### config.mk
export PLATFORM = sky130hd
export DESIGN_NAME = slc3_sequencer
export DESIGN_NICKNAME = d
export VERILOG_FILES = /design/src/rtl/slc3_sequencer.sv
export SDC_FILE = /design/constraint.sdc
export NUM_CORES = 1
export LEC_CHECK = 0
export ABC_AREA = 1
export CORE_MARGIN = 2
export CORE_UTILIZATION = 40
export DETAILED_ROUTE_END_ITERATION = 7
export PLACE_DENSITY = 0.71
export SLEW_MARGIN = 5
export SYNTH_ARGS = -nofsm -noshare
export SYNTH_HDL_FRONTEND = slang
export SYNTH_SLANG_ARGS = --single-unit
export TNS_END_PERCENT = 1
### constraint.sdc
create_clock -name Clk -period 1.5 [get_ports Clk]
set_input_delay 0.225 -clock Clk [delete_from_list [all_inputs] [get_ports Clk]]
set_output_delay 0.225 -clock Clk [all_outputs]
set_load 0.01 [all_outputs]
### src/rtl/slc3_sequencer.sv
// LC-3 control sequencer: Moore FSM that walks fetch/decode/execute and drives
// datapath gates, loads, mux selects and active-low memory strobes.
module slc3_sequencer #(
    parameter int MEM_WAIT = 2
) (
    input  logic       Clk,
    input  logic       Reset,
    input  logic       Run,
    input  logic       Continue,
    input  logic [3:0] Opcode,
    input  logic       IR_5,
    input  logic       IR_11,
    input  logic       BEN,
    output logic       GatePC,
    output logic       GateMDR,
    output logic       GateALU,
    output logic       GateMARMUX,
    output logic       LD_MAR,
    output logic       LD_MDR,
    output logic       LD_IR,
    output logic       LD_BEN,
    output logic       LD_CC,
    output logic       LD_REG,
    output logic       LD_PC,
    output logic       LD_LED,
    output logic       MIO_EN,
    output logic       SR1MUX,
    output logic       SR2MUX,
    output logic       ADDR1MUX,
    output logic       DRMUX,
    output logic [1:0] ADDR2MUX,
    output logic [1:0] PCMUX,
    output logic [1:0] ALUK,
    output logic       Mem_OE,
    output logic       Mem_WE
);

    localparam int CW = (MEM_WAIT > 1) ? $clog2(MEM_WAIT) : 1;
    localparam logic [CW-1:0] WAIT_LAST = CW'(MEM_WAIT - 1);

    typedef enum logic [4:0] {
        S_HALTED, S_FETCH1, S_FETCH2, S_FETCH3, S_DECODE,
        S_ADD, S_AND, S_NOT, S_BR, S_BR_TAKE, S_JMP,
        S_JSR1, S_JSR2, S_LDR1, S_LDR2, S_LDR3,
        S_STR1, S_STR2, S_STR3, S_PAUSE1, S_PAUSE2
    } state_t;

    typedef struct packed {
        logic       gate_pc;
        logic       gate_mdr;
        logic       gate_alu;
        logic       gate_marmux;
        logic       ld_mar;
        logic       ld_mdr;
        logic       ld_ir;
        logic       ld_ben;
        logic       ld_cc;
        logic       ld_reg;
        logic       ld_pc;
        logic       ld_led;
        logic       mio_en;
        logic       sr1mux;
        logic       addr1mux;
        logic       drmux;
        logic [1:0] addr2mux;
        logic [1:0] pcmux;
        logic [1:0] aluk;
        logic       mem_oe_n;
        logic       mem_we_n;
    } ctrl_t;

    state_t          state_q, state_d;
    logic [CW-1:0]   cnt_q, cnt_d;
    ctrl_t           ctrl_q;
    logic            alu2_q;
    logic            jsr2_q;
    logic            wait_done;

    // Control word for a state; IR_5/IR_11 dependent bits are merged at the ports.
    function automatic ctrl_t ctrl_of(input state_t s);
        ctrl_t c;
        c          = '0;
        c.mem_oe_n = 1'b1;
        c.mem_we_n = 1'b1;
        case (s)
            S_FETCH1: begin
                c.gate_pc = 1'b1; c.ld_mar = 1'b1; c.ld_pc = 1'b1; c.pcmux = 2'b00;
            end
            S_FETCH2, S_LDR2: begin
                c.mio_en = 1'b1; c.ld_mdr = 1'b1; c.mem_oe_n = 1'b0;
            end
            S_FETCH3: begin
                c.gate_mdr = 1'b1; c.ld_ir = 1'b1;
            end
            S_DECODE: c.ld_ben = 1'b1;
            S_ADD, S_AND, S_NOT: begin
                c.sr1mux   = 1'b1;
                c.gate_alu = 1'b1;
                c.ld_reg   = 1'b1;
                c.ld_cc    = 1'b1;
                c.aluk     = (s == S_ADD) ? 2'b00 : (s == S_AND) ? 2'b01 : 2'b10;
            end
            S_BR_TAKE: begin
                c.addr1mux = 1'b0; c.addr2mux = 2'b10; c.pcmux = 2'b01; c.ld_pc = 1'b1;
            end
            S_JMP: begin
                c.sr1mux = 1'b1; c.addr1mux = 1'b1; c.addr2mux = 2'b00;
                c.pcmux  = 2'b01; c.ld_pc = 1'b1;
            end
            S_JSR1: begin
                c.gate_pc = 1'b1; c.drmux = 1'b1; c.ld_reg = 1'b1;
            end
            S_JSR2: begin
                c.pcmux = 2'b01; c.ld_pc = 1'b1;
            end
            S_LDR1, S_STR1: begin
                c.sr1mux = 1'b1; c.addr1mux = 1'b1; c.addr2mux = 2'b01;
                c.gate_marmux = 1'b1; c.ld_mar = 1'b1;
            end
            S_LDR3: begin
                c.gate_mdr = 1'b1; c.ld_reg = 1'b1; c.ld_cc = 1'b1;
            end
            S_STR2: begin
                c.sr1mux = 1'b0; c.aluk = 2'b11; c.gate_alu = 1'b1; c.ld_mdr = 1'b1;
            end
            S_STR3: c.mem_we_n = 1'b0;
            S_PAUSE1, S_PAUSE2: c.ld_led = 1'b1;
            default: ;
        endcase
        return c;
    endfunction

    assign wait_done = (cnt_q == WAIT_LAST);

    // Wait counter idles at zero everywhere else, so every memory state starts from 0.
    always_comb begin
        state_d = state_q;
        cnt_d   = '0;
        case (state_q)
            S_HALTED: if (Run) state_d = S_FETCH1;
            S_FETCH1: state_d = S_FETCH2;
            S_FETCH2: if (wait_done) state_d = S_FETCH3; else cnt_d = cnt_q + CW'(1);
            S_FETCH3: state_d = S_DECODE;
            S_DECODE: begin
                case (Opcode)
                    4'b0001: state_d = S_ADD;
                    4'b0101: state_d = S_AND;
                    4'b1001: state_d = S_NOT;
                    4'b0000: state_d = S_BR;
                    4'b1100: state_d = S_JMP;
                    4'b0100: state_d = S_JSR1;
                    4'b0110: state_d = S_LDR1;
                    4'b0111: state_d = S_STR1;
                    4'b1101: state_d = S_PAUSE1;
                    default: state_d = S_FETCH1;
                endcase
            end
            S_ADD, S_AND, S_NOT, S_BR_TAKE, S_JMP, S_JSR2, S_LDR3:
                state_d = S_FETCH1;
            S_BR:     state_d = BEN ? S_BR_TAKE : S_FETCH1;
            S_JSR1:   state_d = S_JSR2;
            S_LDR1:   state_d = S_LDR2;
            S_LDR2:   if (wait_done) state_d = S_LDR3; else cnt_d = cnt_q + CW'(1);
            S_STR1:   state_d = S_STR2;
            S_STR2:   state_d = S_STR3;
            S_STR3:   if (wait_done) state_d = S_FETCH1; else cnt_d = cnt_q + CW'(1);
            S_PAUSE1: if (Continue) state_d = S_PAUSE2;
            S_PAUSE2: if (!Continue) state_d = S_FETCH1;
            default:  state_d = S_HALTED;
        endcase
    end

    always_ff @(posedge Clk or posedge Reset) begin
        if (Reset) begin
            state_q <= S_HALTED;
            cnt_q   <= '0;
            ctrl_q  <= ctrl_of(S_HALTED);
            alu2_q  <= 1'b0;
            jsr2_q  <= 1'b0;
        end else begin
            state_q <= state_d;
            cnt_q   <= cnt_d;
            ctrl_q  <= ctrl_of(state_d);
            alu2_q  <= (state_d == S_ADD) || (state_d == S_AND);
            jsr2_q  <= (state_d == S_JSR2);
        end
    end

    assign GatePC     = ctrl_q.gate_pc;
    assign GateMDR    = ctrl_q.gate_mdr;
    assign GateALU    = ctrl_q.gate_alu;
    assign GateMARMUX = ctrl_q.gate_marmux;
    assign LD_MAR     = ctrl_q.ld_mar;
    assign LD_MDR     = ctrl_q.ld_mdr;
    assign LD_IR      = ctrl_q.ld_ir;
    assign LD_BEN     = ctrl_q.ld_ben;
    assign LD_CC      = ctrl_q.ld_cc;
    assign LD_REG     = ctrl_q.ld_reg;
    assign LD_PC      = ctrl_q.ld_pc;
    assign LD_LED     = ctrl_q.ld_led;
    assign MIO_EN     = ctrl_q.mio_en;
    assign DRMUX      = ctrl_q.drmux;
    assign PCMUX      = ctrl_q.pcmux;
    assign ALUK       = ctrl_q.aluk;
    assign Mem_OE     = ctrl_q.mem_oe_n;
    assign Mem_WE     = ctrl_q.mem_we_n;

    // JSR2 picks PC+off11 (IR_11=1) or the base register (IR_11=0) live from IR.
    assign SR2MUX     = alu2_q & IR_5;
    assign SR1MUX     = ctrl_q.sr1mux   | (jsr2_q & ~IR_11);
    assign ADDR1MUX   = ctrl_q.addr1mux | (jsr2_q & ~IR_11);
    assign ADDR2MUX   = ctrl_q.addr2mux | {2{jsr2_q & IR_11}};

endmodule

==> flow_summary.json <==
{
  "cts_buffers": 5,
  "status": "finished, violations left",
  "switchingPower_mw": 2.11,
  "clock-sinks": 30,
  "violations": "negative setup slack",
  "finalWorstSetupSlack_ns": -0.270,
  "antenna_cells": 0,
  "root_buffer": "clkbuf_8",
  "irDropWorstVdd_uv": 1000,
  "dieHeight_um": 69.6,
  "grt_first_pass_wirelength_um": 7230,
  "whs_ns": 0.310,
  "ys.flop_type": "dfrtp_1",
  "drt_iter0_drc": 40,
  "finalNetCount": 312,
  "min_period_ns": 1.77,
  "swShare_pct": 43.5,
  "overflow": 0,
  "yosysSeqAreaShare_pct": 43.8,
  "dieArea_sq_mm": 0.00484,
  "vias": 1650,
  "fp.dieW_um": 69.6,
  "stdcell_count": 348,
  "pre_cts_slack_ns": -0.706,
  "power.density_mw_per_mm2": 1840,
  "critPathArrivalTime_ns": 1.98,
  "rows": 23,
  "grt_antenna_before_repair": 0,
  "syn-num-nets": 243,
  "synth-edff-count": 0,
  "netlist_instances": 228,
  "pwr-share-seq_pct": 25.4,
  "clockPowerShare_pct": 13.2,
  "antenna_left": 0,
  "htreeDepth": 2,
  "port_buffers": 34,
  "clkLatencyLatePin_ns": 0.28,
  "fmax_ghz": 0.565,
  "drt_wl_total_um": 4150,
  "yosysWarnings": 0,
  "hpwl_um": 3060,
  "drc_errors": 0,
  "synth_top_area_cell": "dfrtp_1",
  "synth-async-reset-ratio_pct": 100,
  "cts_max_path_buffers": 2,
  "wl_per_cell_um": 11.9,
  "grt_usage_pct": 18.4,
  "dr.pass1.iters": 4,
  "area_growth_pct": 53.2,
  "combPwrFrac_pct": 61.4,
  "initial_utilization_pct": 42.4,
  "synth.distinct_cells": 27,
  "reg2regPathDepth": 11,
  "final-setup-viol-count": 26,
  "viasPerCell": 4.74,
  "synth.top_cell.area_share_pct": 40.7,
  "finalClockSkew_ns": 0.00419,
  "endpoint_kind": "flip-flop",
  "leakagePower_nw": 1.43,
  "cp_max_fo": 4,
  "p_int_mw": 2.74,
  "core-area_sq_mm": 0.00406,
  "pin_count": 36,
  "grt_max_degree": 31,
  "drive_above_1_share_pct": 37.9,
  "cts_tree": "built",
  "regMostFlops": "state_q",
  "final_common_cell": "nand2_1",
  "hold_buffers": 0,
  "maxCapViolations": 0,
  "synth_area_sq_mm": 0.00172,
  "fin_crit_sh_pct": 118,
  "crit_type": "flip-flop to flip-flop",
  "grt_pass1_vias": 1619,
  "fillers": 335,
  "hold_violations": 0,
  "gp_congestion": 0.875,
  "cp.required_ns": 1.71,
  "largest_register_ffs": 5,
  "tns_ns": -4.84,
  "slew_violations": 0,
  "hold_path.class": "input port to asynchronous set/reset pin",
  "clk_pin_slew_ns": 0.06,
  "layout_common_cells": "55 x nand2_1, 30 x buf_4, 25 x clkdlybuf4s50_1",
  "place_inst": 333,
  "ys_seq_elements": 30,
  "critPathLaunchType": "flip-flop",
  "rsz0062_at_grt": "true",
  "syn_area_per_cell_sq_um": 7.55,
  "yosys-top-cells-area": "dfrtp_1 41%, nand2_1 14%, nand3_1 7.3%"
}
-- logic make-up after synthesis --
logic type | after synthesis | share of synthesized area [%]
adder cells (fa/ha/maj) | 4 | 2.91
AO/OA/AOI/OAI | 16 | 5.74
buffers and inverters | 41 | 9.96
AND/OR/NAND/NOR | 136 | 37.4
other | 1 | 0.218
flip-flops | 30 | 43.7
-- through the flow --
stage | total power, mW | util (%) | instance area [sq um]
after floorplan | 2.68 | - | 1760
after CTS | 4.72 | 64.0 | 2600
after detailed placement | 3.68 | 57.4 | 2330
final | 4.85 | 65.0 | 2640
after global routing | 5.23 | 65.0 | 2640
after global placement | 3.68 | 57.4 | 2330
-- worst paths after layout --
path                                            from                to  slack (ns)
worst max-delay path            state_q[1]$_DFF_PP0_   LD_PC$_DFF_PP0_       -0.27
worst min register to register       cnt_q$_DFF_PP0_   cnt_q$_DFF_PP0_        0.53
worst min-delay path                           Reset   LD_CC$_DFF_PP0_        0.31
min in group Clk                     cnt_q$_DFF_PP0_   cnt_q$_DFF_PP0_        0.53
worst max register to register  state_q[1]$_DFF_PP0_   LD_PC$_DFF_PP0_       -0.27
max in group asynchronous                      Reset  Mem_WE$_DFF_PP1_        0.95
-- power groups by stage --
stage | clock [mW] | sequential [mW] | combinational, mW
after floorplan | 0 | 1.26 | 1.42
final | 0.640 | 1.23 | 2.98
after global routing | 0.702 | 1.25 | 3.27
after global placement | 0 | 1.23 | 2.45
after CTS | 0.658 | 1.23 | 2.83
after detailed placement | 0 | 1.23 | 2.45
-- layout make-up --
| type | instances | area [sq um] | area share [%] |
|---|---|---|---|
| flip-flops and latches | 30 | 759 | 28.8 |
| repair buffers | 68 | 609 | 23.1 |
| clock buffers | 8 | 90.1 | 3.42 |
| inverters | 35 | 136 | 5.17 |
| multi-input cells | 157 | 980 | 37.1 |
| well taps | 50 | 62.6 | 2.37 |
-- critical path: stages (launching register included) --
cell,delay (ns)
dfrtp_2,0.45
inv_2,0.09
nor2_2,0.05
buf_4,0.14
nand2_1,0.11
nand3_2,0.13
nor2_2,0.16
nand2_2,0.12
buf_4,0.16
nor2_1,0.12
nand3_1,0.08
nand3_1,0.10
-- cells in the mapped netlist, drive strengths merged, types with 2 or more instances --
cell type / n
nand4: 5
nand3b: 2
nand2: 70
o21bai: 4
dfrtp: 28
o21ai: 7
a21oi: 3
inv: 35
ha: 4
buf: 6
nand3: 26
nor2: 32
dfstp: 2
-- what timing repair did --
action                     in CTS  in global routing
setup endpoints to repair      31                 27
buffers inserted                7                  0
pin swaps                      20                  9
resized for setup              46                 15
-- metal layers --
metal	vias to the layer above	wire, um	global-route usage [%]
met5	-	0	0
met4	0	61	7.63
met3	7	182	3.49
met2	43	2050	31.2
met1	756	1860	22.9
li1	844	-	-
Note: power is estimated with default switching activity, not from simulation.
